`config.mk`:
```
export PLATFORM = sky130hd
export DESIGN_NAME = sample_iterator
export DESIGN_NICKNAME = d
export VERILOG_FILES = /design/src/rtl/rast_pkg.sv /design/src/rtl/sample_iter_lane_gen.sv /design/src/rtl/sample_iterator.sv
export SDC_FILE = /design/constraint.sdc
export NUM_CORES = 1
export LEC_CHECK = 0
export ABC_AREA = 1
export CAP_MARGIN = 20
export CELL_PAD_IN_SITES_DETAIL_PLACEMENT = 0
export CELL_PAD_IN_SITES_GLOBAL_PLACEMENT = 1
export CORE_AREA = 2 2 343 345
export CTS_CLUSTER_SIZE = 40
export DETAILED_ROUTE_END_ITERATION = 16
export DIE_AREA = 0 0 345 347
export GPL_ROUTABILITY_DRIVEN = 1
export PLACE_DENSITY_LB_ADDON = 0.1
export SYNTH_ARGS = -nofsm -noshare
export SYNTH_HDL_FRONTEND = slang
export SYNTH_SLANG_ARGS = --single-unit
```
`constraint.sdc`:
```
create_clock -name clk -period 10.2 [get_ports clk]
set_input_delay 2.55 -clock clk [delete_from_list [all_inputs] [get_ports clk]]
set_output_delay 2.55 -clock clk [all_outputs]
set_load 0.03 [all_outputs]
```
`src/rtl/rast_pkg.sv`:
```
// Shared rasterizer definitions: iterator state encoding, subsample step
// codes and bounding-box index constants.
package rast_pkg;

    typedef enum logic {
        ST_WAIT = 1'b0,
        ST_TEST = 1'b1
    } iter_state_e;

    localparam logic [3:0] SS_1X  = 4'b1000;
    localparam logic [3:0] SS_4X  = 4'b0100;
    localparam logic [3:0] SS_16X = 4'b0010;
    localparam logic [3:0] SS_64X = 4'b0001;

    localparam int LL = 0;
    localparam int UR = 1;
    localparam int X  = 0;
    localparam int Y  = 1;

    // Right-shift applied to one pixel to get the sample step; an illegal
    // code falls back to one sample per pixel.
    function automatic logic [1:0] step_shift(input logic [3:0] ss);
        case (ss)
            SS_4X:   return 2'd1;
            SS_16X:  return 2'd2;
            SS_64X:  return 2'd3;
            default: return 2'd0;
        endcase
    endfunction

endpackage

```
`src/rtl/sample_iter_lane_gen.sv`:
```
// Combinational lane generator: SAMPS x-adjacent sample positions starting at
// cur_x, each flagged valid when it lies at or left of the box's right edge.
module sample_iter_lane_gen #(
    parameter int SIGFIG = 24,
    parameter int SAMPS  = 4
) (
    input  logic [SIGFIG-1:0]            cur_x,
    input  logic [SIGFIG-1:0]            step,
    input  logic [SIGFIG-1:0]            ur_x,
    output logic [SAMPS-1:0][SIGFIG-1:0] lane_x,
    output logic [SAMPS-1:0]             lane_valid
);

    logic signed [SIGFIG:0] acc;
    logic signed [SIGFIG:0] ur_w;
    logic signed [SIGFIG:0] step_w;

    // One extra bit keeps lanes past the screen edge from wrapping back inside.
    always_comb begin
        ur_w       = $signed({ur_x[SIGFIG-1], ur_x});
        step_w     = $signed({step[SIGFIG-1], step});
        acc        = $signed({cur_x[SIGFIG-1], cur_x});
        lane_x     = '0;
        lane_valid = '0;
        for (int i = 0; i < SAMPS; i++) begin
            lane_x[i]     = acc[SIGFIG-1:0];
            lane_valid[i] = (acc <= ur_w);
            acc           = acc + step_w;
        end
    end

endmodule

```
`src/rtl/sample_iterator.sv`:
```
// Walks a triangle's bounding box in raster order, emitting SAMPS samples per
// cycle. Define SAMPLE_ITERATOR_STATS_EN to add triangle/sample counters.
module sample_iterator
    import rast_pkg::*;
#(
    parameter int SIGFIG = 24,
    parameter int RADIX  = 10,
    parameter int VERTS  = 3,
    parameter int AXIS   = 3,
    parameter int COLORS = 3,
    parameter int SAMPS  = 4
) (
    input  logic                                         clk,
    input  logic                                         rst,
    input  logic signed [VERTS-1:0][AXIS-1:0][SIGFIG-1:0] tri_R13S,
    input  logic [COLORS-1:0][SIGFIG-1:0]                 color_R13U,
    input  logic signed [1:0][1:0][SIGFIG-1:0]            box_R13S,
    input  logic                                          validTri_R13H,
    input  logic [3:0]                                    subSample_RnnU,
    output logic                                          halt_R13L,
    output logic signed [VERTS-1:0][AXIS-1:0][SIGFIG-1:0] tri_R14S,
    output logic [COLORS-1:0][SIGFIG-1:0]                 color_R14U,
    output logic signed [1:0][SAMPS-1:0][SIGFIG-1:0]      sample_R14S,
    output logic [SAMPS-1:0]                              validSamp_R14H
`ifdef SAMPLE_ITERATOR_STATS_EN
    ,
    output logic [31:0]                                   triCount_RnnU,
    output logic [31:0]                                   sampCount_RnnU
`endif
);

    typedef logic signed [SIGFIG:0] wide_t;

    function automatic wide_t sx(input logic [SIGFIG-1:0] v);
        return $signed({v[SIGFIG-1], v});
    endfunction

    iter_state_e state_q, state_d;
    logic [SIGFIG-1:0] cur_x_q, cur_x_d, cur_y_q, cur_y_d;
    logic [SIGFIG-1:0] ll_x_q, ll_x_d, ur_x_q, ur_x_d, ur_y_q, ur_y_d;
    logic [SIGFIG-1:0] step_q, step_d;
    logic [VERTS-1:0][AXIS-1:0][SIGFIG-1:0] tri_q, tri_d;
    logic [COLORS-1:0][SIGFIG-1:0] color_q, color_d;
    logic [1:0][SAMPS-1:0][SIGFIG-1:0] sample_q, sample_d;
    logic [SAMPS-1:0] valid_q, valid_d;

    logic [SIGFIG-1:0] in_step;
    logic [SIGFIG-1:0] gen_x, gen_y, gen_step, gen_ur_x;
    logic [SAMPS-1:0][SIGFIG-1:0] lane_x;
    logic [SAMPS-1:0] lane_valid;
    logic emit, accept;
    wide_t span, nx, ny;

    assign in_step = SIGFIG'((32'd1 << RADIX) >> step_shift(subSample_RnnU));

    sample_iter_lane_gen #(
        .SIGFIG (SIGFIG),
        .SAMPS  (SAMPS)
    ) u_lane_gen (
        .cur_x      (gen_x),
        .step       (gen_step),
        .ur_x       (gen_ur_x),
        .lane_x     (lane_x),
        .lane_valid (lane_valid)
    );

    // The group registered at each edge is the one at cur_d, so the first
    // group is computed straight from the incoming box on accept.
    always_comb begin
        state_d  = state_q;
        cur_x_d  = cur_x_q;
        cur_y_d  = cur_y_q;
        ll_x_d   = ll_x_q;
        ur_x_d   = ur_x_q;
        ur_y_d   = ur_y_q;
        step_d   = step_q;
        tri_d    = tri_q;
        color_d  = color_q;
        accept   = 1'b0;
        emit     = 1'b0;
        gen_x    = cur_x_q;
        gen_y    = cur_y_q;
        gen_step = step_q;
        gen_ur_x = ur_x_q;
        span     = wide_t'(SAMPS) * sx(step_q);
        nx       = sx(cur_x_q) + span;
        ny       = sx(cur_y_q) + sx(step_q);
        case (state_q)
            ST_WAIT: begin
                if (validTri_R13H) begin
                    accept  = 1'b1;
                    tri_d   = tri_R13S;
                    color_d = color_R13U;
                    ll_x_d  = box_R13S[LL][X];
                    ur_x_d  = box_R13S[UR][X];
                    ur_y_d  = box_R13S[UR][Y];
                    step_d  = in_step;
                    if (sx(box_R13S[UR][X]) >= sx(box_R13S[LL][X]) &&
                        sx(box_R13S[UR][Y]) >= sx(box_R13S[LL][Y])) begin
                        state_d  = ST_TEST;
                        cur_x_d  = box_R13S[LL][X];
                        cur_y_d  = box_R13S[LL][Y];
                        gen_x    = box_R13S[LL][X];
                        gen_y    = box_R13S[LL][Y];
                        gen_step = in_step;
                        gen_ur_x = box_R13S[UR][X];
                        emit     = 1'b1;
                    end
                end
            end
            ST_TEST: begin
                if (nx <= sx(ur_x_q)) begin
                    cur_x_d = nx[SIGFIG-1:0];
                    emit    = 1'b1;
                end else if (ny <= sx(ur_y_q)) begin
                    cur_x_d = ll_x_q;
                    cur_y_d = ny[SIGFIG-1:0];
                    emit    = 1'b1;
                end else begin
                    state_d = ST_WAIT;
                end
                gen_x = cur_x_d;
                gen_y = cur_y_d;
            end
            default: state_d = ST_WAIT;
        endcase
    end

    always_comb begin
        valid_d  = '0;
        sample_d = sample_q;
        if (emit) begin
            valid_d = lane_valid;
            for (int i = 0; i < SAMPS; i++) begin
                sample_d[X][i] = lane_x[i];
                sample_d[Y][i] = gen_y;
            end
        end
    end

    always_ff @(posedge clk) begin
        if (rst) begin
            state_q  <= ST_WAIT;
            cur_x_q  <= '0;
            cur_y_q  <= '0;
            ll_x_q   <= '0;
            ur_x_q   <= '0;
            ur_y_q   <= '0;
            step_q   <= '0;
            tri_q    <= '0;
            color_q  <= '0;
            sample_q <= '0;
            valid_q  <= '0;
        end else begin
            state_q  <= state_d;
            cur_x_q  <= cur_x_d;
            cur_y_q  <= cur_y_d;
            ll_x_q   <= ll_x_d;
            ur_x_q   <= ur_x_d;
            ur_y_q   <= ur_y_d;
            step_q   <= step_d;
            tri_q    <= tri_d;
            color_q  <= color_d;
            sample_q <= sample_d;
            valid_q  <= valid_d;
        end
    end

    assign halt_R13L      = (state_q == ST_WAIT);
    assign tri_R14S       = tri_q;
    assign color_R14U     = color_q;
    assign sample_R14S    = sample_q;
    assign validSamp_R14H = valid_q;

`ifdef SAMPLE_ITERATOR_STATS_EN
    logic [31:0] tri_cnt_q, tri_cnt_d, samp_cnt_q, samp_cnt_d, lane_cnt;

    always_comb begin
        lane_cnt = '0;
        for (int i = 0; i < SAMPS; i++) begin
            lane_cnt = lane_cnt + 32'(valid_d[i]);
        end
        tri_cnt_d  = tri_cnt_q + 32'(accept);
        samp_cnt_d = samp_cnt_q + lane_cnt;
    end

    always_ff @(posedge clk) begin
        if (rst) begin
            tri_cnt_q  <= '0;
            samp_cnt_q <= '0;
        end else begin
            tri_cnt_q  <= tri_cnt_d;
            samp_cnt_q <= samp_cnt_d;
        end
    end

    assign triCount_RnnU  = tri_cnt_q;
    assign sampCount_RnnU = samp_cnt_q;
`endif

endmodule

```
==> results.toml, run 1 <==
[yosys]
synth_seq_cells = 515
yosysWarnings = 0
synthTopCellsByCount = "nor2_1 (763), o21ai_0 (533), dfxtp_1 (515), nand2_1 (408), inv_1 (324)"
synth_largest_area_cell = "dfxtp_1"
async_reset_ff_share_pct = 0
syn_inst = 3669
synth_edf_count = 0
synth.most_common_cell = "nor2_1"
synth-main-ff-cell = "dfxtp_1"
yosys.area.top_type_share_pct = 38.6
avgSynthCellArea_sq_um = 7.28
synthTopCellsByArea = "dfxtp_1 (39%), nor2_1 (11%), o21ai_0 (10%), ha_1 (9.0%), nand2_1 (5.7%)"
synth_nets = 4258
syn_area_sq_mm = 0.0267
seq_area_frac_synth_pct = 38.6
yosysUniqueCellTypes = 61

[cts]
ctsHoldBuffers = 0
root_buffer = "clkbuf_16"
path_clk_slew_ns = 0.06
cts_buffers = 70
cts_setup_buffers = 0
tritoncts = "done"
cts.sinks = 515
cts_buffer_depth = 3
clock_latency_ns = 0.65
ctsResizeCount = 0
h-tree-depth = 3

[floorplan]
fp.dieH_microns = 347
fp-row-count = 125
die_area_sq_mm = 0.120
die_width_microns = 345
coreArea_sq_mm = 0.116
io_pins = 876
start_util_pct = 23.1

[layout]
fin_util_pct = 33.8
layout.nets = 5014
drive_above_1_share_pct = 7.62
area_delta_synth_final_pct = 46.3

[global_route]
antenna_found_initial = 15
grt-ovfl-total = 0
grt_pass1_wl_mm = 196
grt_usage_pct = 22.4
grt_pass1_vias = 25800
grt_max_degree = 193

[critical_path]
critical_path.max_fanout = 11
slowest_stage = "clkdlybuf4s50_1"
critPathArrivalTime_ns = 9.83
worstPathRequired_ns = 10.78
critical_path.max_stage_delay_ns = 0.58
critPathKind = "input port to flop"
worst_setup_path_start_kind = "input port"
endpoint_kind = "flop"

[pwr]
p_per_area_mw_per_mm2 = 211
swShare_pct = 40.1
power.share.sequential_pct = 29.3
p_leak_nw = 17.0
pwr-share-comb_pct = 39.6
irDropWorstVdd_mv = 0.113
clkPwrFrac_pct = 31.1
power.internal_w = 0.00494
p_switching_w = 0.00330
power.total_w = 0.00824

[timing]
fin_skew_ns = 0.0281
holdWs_ns = 0.465
rsz0062_at_grt = "false"
post-route-period-util_pct = 90.7
min_period_ns = 9.25
final_hold_viol_count = 0
final-max-slew-violation-count = 0
finalSetupViolations = 0
worstMarginPinSlew_ns = 1.23
tns_ns = 0
relSlewSlack_pct = 18.0
fmax_ghz = 0.108

[placed_design]
io_buffers = 875
hpwlAfterDp_mm = 108
gp_congestion = 0.866

[run]
drv_cap = 0

[hold_path]
hold_class = "flop to flop"

[drt]
num_vias = 26800
first_iter_violations = 1717
via_per_inst = 4.46
drcViolationCount = 0
drt_wl_total_mm = 139
first_pass_iters = 6
ant_nets = 0
routedWlPerCell_microns = 23.2

[status]
status = "completed"
[path summary, 6_finish.rpt]
check                             startpoint           endpoint  slack (ns)  depth (start not counted)
worst max-delay path            box_R13S[71]  validSamp_R14H[3]        0.95                         46
worst min-delay path               ur_y_q[4]          ur_y_q[4]        0.46                          2
worst max register to register     step_q[7]  validSamp_R14H[3]        1.09                         57
worst min register to register     ur_y_q[4]          ur_y_q[4]        0.46                          2
[cell usage in the layout, fill, tap and decap left out, types with 32 or more instances in the layout]
| cell type | netlist | routed |
|---|---|---|
| a21oi_1 | 234 | 234 |
| buf_4 | 100 | 84 |
| clkbuf_16 | 0 | 71 |
| clkdlybuf4s50_1 | 0 | 874 |
| dfxtp_1 | 515 | 515 |
| ha_1 | 193 | 193 |
| inv_1 | 324 | 324 |
| nand2_1 | 408 | 407 |
| nand2_2 | 35 | 35 |
| nand3_1 | 84 | 83 |
| nand4_1 | 32 | 32 |
| nor2_1 | 763 | 761 |
| o21ai_0 | 533 | 532 |
[through the flow]
step | setup WS [ns] | instances | instance area [sq um]
4_1_cts | 0.495 | 5998 | 39000
3_5_place_dp | 0.318 | 5876 | 36700
6_report | 0.947 | 6007 | 39100
3_3_place_gp | 0.429 | 5875 | 36700
5_1_grt | 0.0380 | 6005 | 39100
2_1_floorplan | 1.02 | 3669 | 26700
[worst max-delay path, delay by kind of cell]
| kind | cells | cell delay (ns) |
|---|---|---|
| and+or+nand+nor | 23 | 2.67 |
| AOI/OAI and AO/OA | 5 | 0.76 |
| xor gates and xnor gates | 2 | 0.42 |
| adders and majority gates | 6 | 1.89 |
| buffers and inverters | 10 | 1.50 |
[state kept, by name, summed over array words and instances, names as in the netlist]
name and flops:
step_q 4, ll_x_q 24, state_q 1, cur_y_q 24, validSamp_R14H 4, ur_x_q 24
cur_x_q 24, color_R14U 72, sample_R14S 98, ur_y_q 24, tri_R14S 216
[power groups by stage]
stage	registers [W]	logic, W	clock network [W]
2_1_floorplan	0.00275	0.00158	0
3_3_place_gp	0.00245	0.00329	0
3_5_place_dp	0.00246	0.00327	0
4_1_cts	0.00242	0.00329	0.00265
5_1_grt	0.00244	0.00357	0.00271
6_report	0.00241	0.00326	0.00256
[final cells by class]
type,instances,area (sq um)
well taps,1524,1910
diodes,8,20.0
inverters,354,1350
fillers,12500,76700
repair buffers,964,9470
multi-input cells,2520,13700
flip-flops and latches,515,10300
clock inverters,18,275
clock buffers,104,2060
[cells by family after synthesis]
family                     share of synthesized area [%]
xor gates and xnor gates                            1.05
DFF                                                 38.6
buffers and inverters                               10.4
AOI/OAI and AO/OA                                   17.2
adders and majority gates                           9.42
and+or+nand+nor                                     23.4
[layer usage]
metal / global-route usage, % / wire, microns
met2: 37.3 / 65200
met5: 0 / 7
met3: 5.34 / 8160
met4: 4.85 / 2620
met1: 29.2 / 63100
Note: power is estimated with default switching activity, not from simulation.
==> run 2, diff against run 1 <==
- GPL_TIMING_DRIVEN: not set -> 1
==> results of run 2 <==
The final DEF is identical to that of run 1; final timing and power are the same.
